`config.mk`:
```
export PLATFORM = sky130hd
export DESIGN_NAME = p3_fifo_reader
export DESIGN_NICKNAME = d
export VERILOG_FILES = /design/src/rtl/p3_fifo_reader.sv
export SDC_FILE = /design/constraint.sdc
export NUM_CORES = 1
export LEC_CHECK = 0
export BUFFER_PORTS_ARGS = -buffer_cell sky130_fd_sc_hd__buf_2
export CAP_MARGIN = 40
export CORE_MARGIN = 5
export CORE_UTILIZATION = 54
export CTS_CLUSTER_SIZE = 30
export DETAILED_ROUTE_END_ITERATION = 10
export MAX_ROUTING_LAYER = met4
export PLACE_DENSITY = 0.8
export REMOVE_ABC_BUFFERS = 1
export SKIP_CTS_REPAIR_TIMING = 1
export SLEW_MARGIN = 20
export SYNTH_ARGS = -nofsm -noshare
export SYNTH_HDL_FRONTEND = slang
export SYNTH_SLANG_ARGS = --single-unit
```
`constraint.sdc`:
```
create_clock -name RCLOCK -period 2.6 [get_ports RCLOCK]
set_input_delay 0.52 -clock RCLOCK [delete_from_list [all_inputs] [get_ports RCLOCK]]
set_output_delay 0.52 -clock RCLOCK [all_outputs]
set_load 0.01 [all_outputs]
```
`src/rtl/p3_fifo_reader.sv`:
```
`default_nettype none
// ============================================================================
// Module   : p3_fifo_reader
// Purpose  : Read-side consumer for the 17-bit p3 FIFO (RCLOCK domain).
//            Issues FIFO_RE, absorbs the one-cycle read latency in a
//            two-entry skid buffer and presents a valid/ready word stream.
//            FIFO bit DW marks end of frame. Supports flushing the rest of
//            a frame and counts frames delivered with M_LAST.
//            Optional build macro P3_FIFO_READER_LEN_CHECK_EN adds a
//            per-frame word limit (MAX_FRAME_WORDS) with truncation and a
//            sticky ERR_LEN flag.
// Revision : 1.0  initial release
// ============================================================================
module p3_fifo_reader #(
    parameter int DW              = 16,
    parameter int FCNT_W          = 16,
    parameter int MAX_FRAME_WORDS = 256
) (
    input  logic              RCLOCK,
    input  logic              RESET,
    input  logic [DW:0]       FIFO_Q,
    input  logic              FIFO_EMPTY,
    output logic              FIFO_RE,
    output logic [DW-1:0]     M_DATA,
    output logic              M_LAST,
    output logic              M_VALID,
    input  logic              M_READY,
    input  logic              FLUSH,
    output logic              BUSY_FLUSH,
    output logic [FCNT_W-1:0] FRAME_CNT,
    output logic              ERR_LEN
);

    localparam logic [1:0] c_ST_IDLE    = 2'd0;
    localparam logic [1:0] c_ST_INFRAME = 2'd1;
    localparam logic [1:0] c_ST_FLUSH   = 2'd2;

    logic [1:0]        r_state;
    logic [1:0]        w_state_nxt;
    logic [DW:0]       r_buf0;       // head entry
    logic [DW:0]       r_buf1;       // second entry
    logic [1:0]        r_occ;        // 0..2 buffered words
    logic              r_inflight;   // read issued last cycle, data on FIFO_Q now
    logic [FCNT_W-1:0] r_frame_cnt;
    logic              r_busy_flush;

    logic              w_pop;
    logic              w_force_last;
    logic              w_pop_last;
    logic              w_len_trunc;
    logic              w_flush_start;
    logic              w_disc_last;
    logic              w_push;
    logic [2:0]        w_used;
    logic [2:0]        w_limit;

    assign M_VALID = (r_occ != 2'd0);
    assign M_DATA  = r_buf0[DW-1:0];
    assign M_LAST  = r_buf0[DW] | w_force_last;

    assign w_pop      = M_VALID && M_READY;
    assign w_pop_last = w_pop && M_LAST;

    // A slot freed by this cycle's pop is usable by the read issued now, so
    // a steady stream with M_READY held high runs at one word per cycle.
    assign w_used  = {1'b0, r_occ} + {2'b00, r_inflight};
    assign w_limit = 3'd2 + {2'b00, w_pop};
    assign FIFO_RE = !FIFO_EMPTY && !RESET && (w_used < w_limit);

    // A handshake in the flush cycle wins; if that word closed the frame the
    // flush request has nothing left to drop.
    assign w_flush_start = (r_state != c_ST_FLUSH) &&
                           ((FLUSH && !w_pop_last) || w_len_trunc);

    // Arriving words go to the buffer only outside flush handling.
    assign w_push = r_inflight && (r_state != c_ST_FLUSH) && !w_flush_start;

    // Detect an end-of-frame among everything discarded at flush entry.
    always_comb begin
        w_disc_last = r_inflight && FIFO_Q[DW];
        if (r_occ == 2'd2) begin
            w_disc_last = w_disc_last || r_buf1[DW];
        end
        if ((r_occ != 2'd0) && !w_pop) begin
            w_disc_last = w_disc_last || r_buf0[DW];
        end
    end

    // Next-state logic for frame tracking and flush handling.
    always_comb begin
        w_state_nxt = r_state;
        case (r_state)
            c_ST_IDLE, c_ST_INFRAME: begin
                if (w_flush_start) begin
                    w_state_nxt = w_disc_last ? c_ST_IDLE : c_ST_FLUSH;
                end else if (w_pop) begin
                    w_state_nxt = w_pop_last ? c_ST_IDLE : c_ST_INFRAME;
                end
            end
            c_ST_FLUSH: begin
                if (r_inflight && FIFO_Q[DW]) begin
                    w_state_nxt = c_ST_IDLE;
                end
            end
            default: w_state_nxt = c_ST_IDLE;
        endcase
    end

    // State register and registered flush-busy flag.
    always_ff @(posedge RCLOCK or posedge RESET) begin
        if (RESET) begin
            r_state      <= c_ST_IDLE;
            r_busy_flush <= 1'b0;
        end else begin
            r_state      <= w_state_nxt;
            r_busy_flush <= (w_state_nxt == c_ST_FLUSH);
        end
    end

    assign BUSY_FLUSH = r_busy_flush;

    // Outstanding-read tracker: data for a read issued now arrives next cycle.
    always_ff @(posedge RCLOCK or posedge RESET) begin
        if (RESET) begin
            r_inflight <= 1'b0;
        end else begin
            r_inflight <= FIFO_RE;
        end
    end

    // Two-entry in-order skid buffer; flush entry empties it in one edge.
    always_ff @(posedge RCLOCK or posedge RESET) begin
        if (RESET) begin
            r_buf0 <= '0;
            r_buf1 <= '0;
            r_occ  <= 2'd0;
        end else if (w_flush_start) begin
            r_occ <= 2'd0;
        end else begin
            case ({w_push, w_pop})
                2'b10: begin
                    if (r_occ == 2'd0) begin
                        r_buf0 <= FIFO_Q;
                    end else begin
                        r_buf1 <= FIFO_Q;
                    end
                    r_occ <= r_occ + 2'd1;
                end
                2'b01: begin
                    r_buf0 <= r_buf1;
                    r_occ  <= r_occ - 2'd1;
                end
                2'b11: begin
                    if (r_occ == 2'd1) begin
                        r_buf0 <= FIFO_Q;
                    end else begin
                        r_buf0 <= r_buf1;
                        r_buf1 <= FIFO_Q;
                    end
                end
                default: begin
                end
            endcase
        end
    end

    // Count frames closed by a delivered M_LAST word; wraps naturally.
    always_ff @(posedge RCLOCK or posedge RESET) begin
        if (RESET) begin
            r_frame_cnt <= '0;
        end else if (w_pop_last) begin
            r_frame_cnt <= r_frame_cnt + 1'b1;
        end
    end

    assign FRAME_CNT = r_frame_cnt;

`ifdef P3_FIFO_READER_LEN_CHECK_EN
    localparam int                  c_WCNT_W    = $clog2(MAX_FRAME_WORDS + 1);
    localparam logic [c_WCNT_W-1:0] c_WCNT_LAST = c_WCNT_W'(MAX_FRAME_WORDS - 1);

    logic [c_WCNT_W-1:0] r_wcnt;
    logic                r_err_len;

    // Head word is the frame's last permitted word: close the frame there.
    assign w_force_last = M_VALID && (r_wcnt == c_WCNT_LAST);
    assign w_len_trunc  = w_pop && w_force_last && !r_buf0[DW];

    // Words delivered in the current frame; cleared on frame end or flush.
    always_ff @(posedge RCLOCK or posedge RESET) begin
        if (RESET) begin
            r_wcnt <= '0;
        end else if ((r_state == c_ST_FLUSH) || w_flush_start || w_pop_last) begin
            r_wcnt <= '0;
        end else if (w_pop) begin
            r_wcnt <= r_wcnt + 1'b1;
        end
    end

    // Sticky length-error flag, cleared only by reset.
    always_ff @(posedge RCLOCK or posedge RESET) begin
        if (RESET) begin
            r_err_len <= 1'b0;
        end else if (w_len_trunc) begin
            r_err_len <= 1'b1;
        end
    end

    assign ERR_LEN = r_err_len;
`else
    // No length limit in this build; the parameter stays in the interface so
    // both builds share one parameter list.
    assign w_force_last = 1'b0 & (MAX_FRAME_WORDS > 0);
    assign w_len_trunc  = 1'b0;
    assign ERR_LEN      = 1'b0;
`endif

endmodule
`default_nettype wire

```
==> impl_metrics.env <==
export IMPL_synthArstFlopShare=1.000
export IMPL_clk_pin_slew_worst_paths_ns=0.10
export IMPL_grt_use_met3=0.04036
export IMPL_synth_edf_count=0
export IMPL_slew_headroom=0.4378
export IMPL_multi_input_area_sq_um=1146
export IMPL_num_antenna_cells=0
export IMPL_ant_nets=0
export IMPL_ys_seq_area_frac=0.5271
export IMPL_worstSetupPathType="reg2out"
export IMPL_hp_class="in2async"
export IMPL_period_share=0.9319
export IMPL_drt_initial_drc_count=62
export IMPL_htree_num_levels=2
export IMPL_finalNetCount=294
export IMPL_drive_gt1_frac=0.3745
export IMPL_dieArea_sq_um=6427
export IMPL_gp_congestion=0.8384
export IMPL_cts_buffers_inserted=5
export IMPL_crit_slowest_cell="dfrtp_1"
export IMPL_core_area_sq_um=4755
export IMPL_ys_warn_count=0
export IMPL_syn_inst=208
export IMPL_grt_pass1_wl_um=8873
export IMPL_grt_max_degree=34
export IMPL_setup_viol=0
export IMPL_status="completed"
export IMPL_wl_um=5239
export IMPL_clock_sinks=56
export IMPL_finalHoldViolCount=0
export IMPL_dieWidth_um=80.17
export IMPL_cap_violations=0
export IMPL_ys_top_cells_by_area="dfrtp_1 (53%), mux2_2 (6.4%), mux2_4 (5.6%)"
export IMPL_top_usage_layer="met2"
export IMPL_avgViaCountPerCell=5.395
export IMPL_start_kind="flop"
export IMPL_worstPathArrival_ns=1.90
export IMPL_grt_use_met1=0.2409
export IMPL_post_dp_hpwl_um=3805
export IMPL_tns_ns=0
export IMPL_synth_largest_area_cell="dfrtp_1"
export IMPL_yosysMostFrequentCell="dfrtp_1"
export IMPL_synth_area_per_cell_sq_um=12.78
export IMPL_p_leak_uw=0.001521
export IMPL_synth_common_cells="dfrtp_1 (56), mux2_2 (15), inv_1 (12), xnor2_1 (12)"
export IMPL_fmax_mhz=412.7
export IMPL_period_needed_ns=2.423
export IMPL_synth_top_cell_area_share=0.5271
export IMPL_path_delay_family="simple AND/OR/NAND/NOR gates"
export IMPL_io_buffers=57
export IMPL_firstDrtPassIters=4
export IMPL_die_height_um=80.17
export IMPL_cp_required_ns=2.08
export IMPL_slew_violations=0
export IMPL_use_met2=0.2864
export IMPL_worst_pin_slew_ns=0.8323
export IMPL_drc=0
export IMPL_io_pins=59
export IMPL_crit_fanout=7
export IMPL_cts_tree="done"
export IMPL_overflow=0
export IMPL_rows=25
export IMPL_ys_ff_latch=56
export IMPL_cp_buffers_inverters=2
export IMPL_cpPeakStageDelay_ns=0.42
export IMPL_grt_usage=0.1820
export IMPL_nFillCells=379
export IMPL_initial_core_util=0.5592
export IMPL_cp_cell_sequence="inv_1, ha_1, nand2b_1, o21ai_0, nor4b_2, buf_2"
export IMPL_antenna_found_initial=0
export IMPL_post_drt_wl_per_cell_um=15.69
export IMPL_power_density_nw_per_um2=1111
export IMPL_peakVddDrop_uv=602.6
export IMPL_yosys_cell_types_count=45
export IMPL_clock_skew_ns=0.008824
export IMPL_route_vias_total=1802
export IMPL_clock_latency_ns=0.31
export IMPL_total_power_uw=3471
export IMPL_syn2layout_area_growth_pct=17.55
export IMPL_grt_pass1_vias=1885
export IMPL_regArea_sq_um=1401
export IMPL_rsz0062_at_grt="false"
export IMPL_ys_flop_type="dfrtp_1"
export IMPL_syn_cell_area_sq_um=2659
export IMPL_root_buffer="clkbuf_8"
export IMPL_cp_end_kind="output port"
export IMPL_cts_buffer_depth=2
## cells in the final DEF (no fill, tap or decap), types with 2 or more instances in the layout
cell type and instances:
a211oi_1 2, a21oi_1 2, a22oi_1 2, buf_2 57
buf_4 3, clkbuf_8 6, dfrtp_1 56, ha_1 6
inv_1 11, mux2_1 3, mux2_2 15, mux2_4 10
mux2i_1 7, nand2_1 7, nand2b_1 4, nand3_1 7
nand4_1 2, nor2_1 6, nor2b_1 2, nor4_1 3
o22ai_1 7, o32a_1 10, xnor2_1 12, xor2_1 5
## metrics by stage
step | hold slack [ns] | utilization | worst slack, ns | cells | area (sq um)
floorplan | 0.4220 | - | 0.2705 | 198 | 2586
global placement | 0.4537 | 0.6305 | 0.3492 | 326 | 2998
detailed placement | 0.4467 | 0.6305 | 0.2607 | 326 | 2998
CTS | 0.2597 | 0.6561 | 0.02032 | 334 | 3119
global route | 0.3046 | 0.6574 | 0.01872 | 334 | 3126
finish | 0.2643 | 0.6574 | 0.1770 | 334 | 3126
## power by group
| part | internal, uW | leakage [uW] | switching [uW] |
|---|---|---|---|
| Clock | 315 | 0.0000614 | 280 |
| Sequential | 1220 | 0.000677 | 266 |
| Combinational | 731 | 0.000783 | 654 |
## state kept, by name, indices dropped and copies added, names as in the netlist
register,count
BUSY_FLUSH,1
r_occ,2
r_state,2
FRAME_CNT,16
r_buf1,17
r_buf0,17
r_inflight,1
## path summary, 6_finish.rpt
check	from	depth (start not counted)	slack, ns	to
setup reg to reg	r_occ[0]$_DFFE_PP0P_	7	0.26	r_buf0[15]$_DFFE_PP0P_
setup / recovery	r_occ[0]$_DFFE_PP0P_	6	0.18	FIFO_RE
min in group RCLOCK	FIFO_EMPTY	2	0.39	r_inflight$_DFF_PP0_
hold reg to reg	r_state[1]$_DFF_PP0_	1	0.47	r_state[0]$_DFF_PP0_
max in group asynchronous	RESET	3	1.78	r_buf0[0]$_DFFE_PP0P_
hold / removal	RESET	2	0.26	FRAME_CNT[2]$_DFFE_PP0P_
## worst register-to-register path, stage by stage (launching register included)
cell	delay, ns
dfrtp_1	0.42
inv_1	0.09
ha_1	0.29
nand2b_1	0.19
buf_4	0.21
a41oi_1	0.66
o32a_1	0.28
mux2_2	0.15
## metal layers
metal	vias up	wire, um
met5	-	0
met3	6	287
met4	0	50
met1	876	2413
met2	56	2488
li1	864	-
## layout make-up
cell class / instances / area share
clock buffer: 6 / 0.02642
clock inverter: 2 / 0.01241
inverter: 12 / 0.01441
multi-input combinational: 130 / 0.3667
sequential: 56 / 0.4484
tap: 67 / 0.02682
timing repair buffer: 61 / 0.1049
## kinds of logic after synthesis
| group | count (synthesis) | synth area share |
|---|---|---|
| xor gates and xnor gates | 17 | 0.05600 |
| DFF | 56 | 0.5271 |
| muxes | 35 | 0.1591 |
| other | 1 | 0.001410 |
| buffers and inverters | 22 | 0.04423 |
| and+or+nand+nor | 39 | 0.08565 |
| AOI/OAI and AO/OA | 32 | 0.09835 |
| adders and majority gates | 6 | 0.02823 |
(Power assumes the default switching activity.)
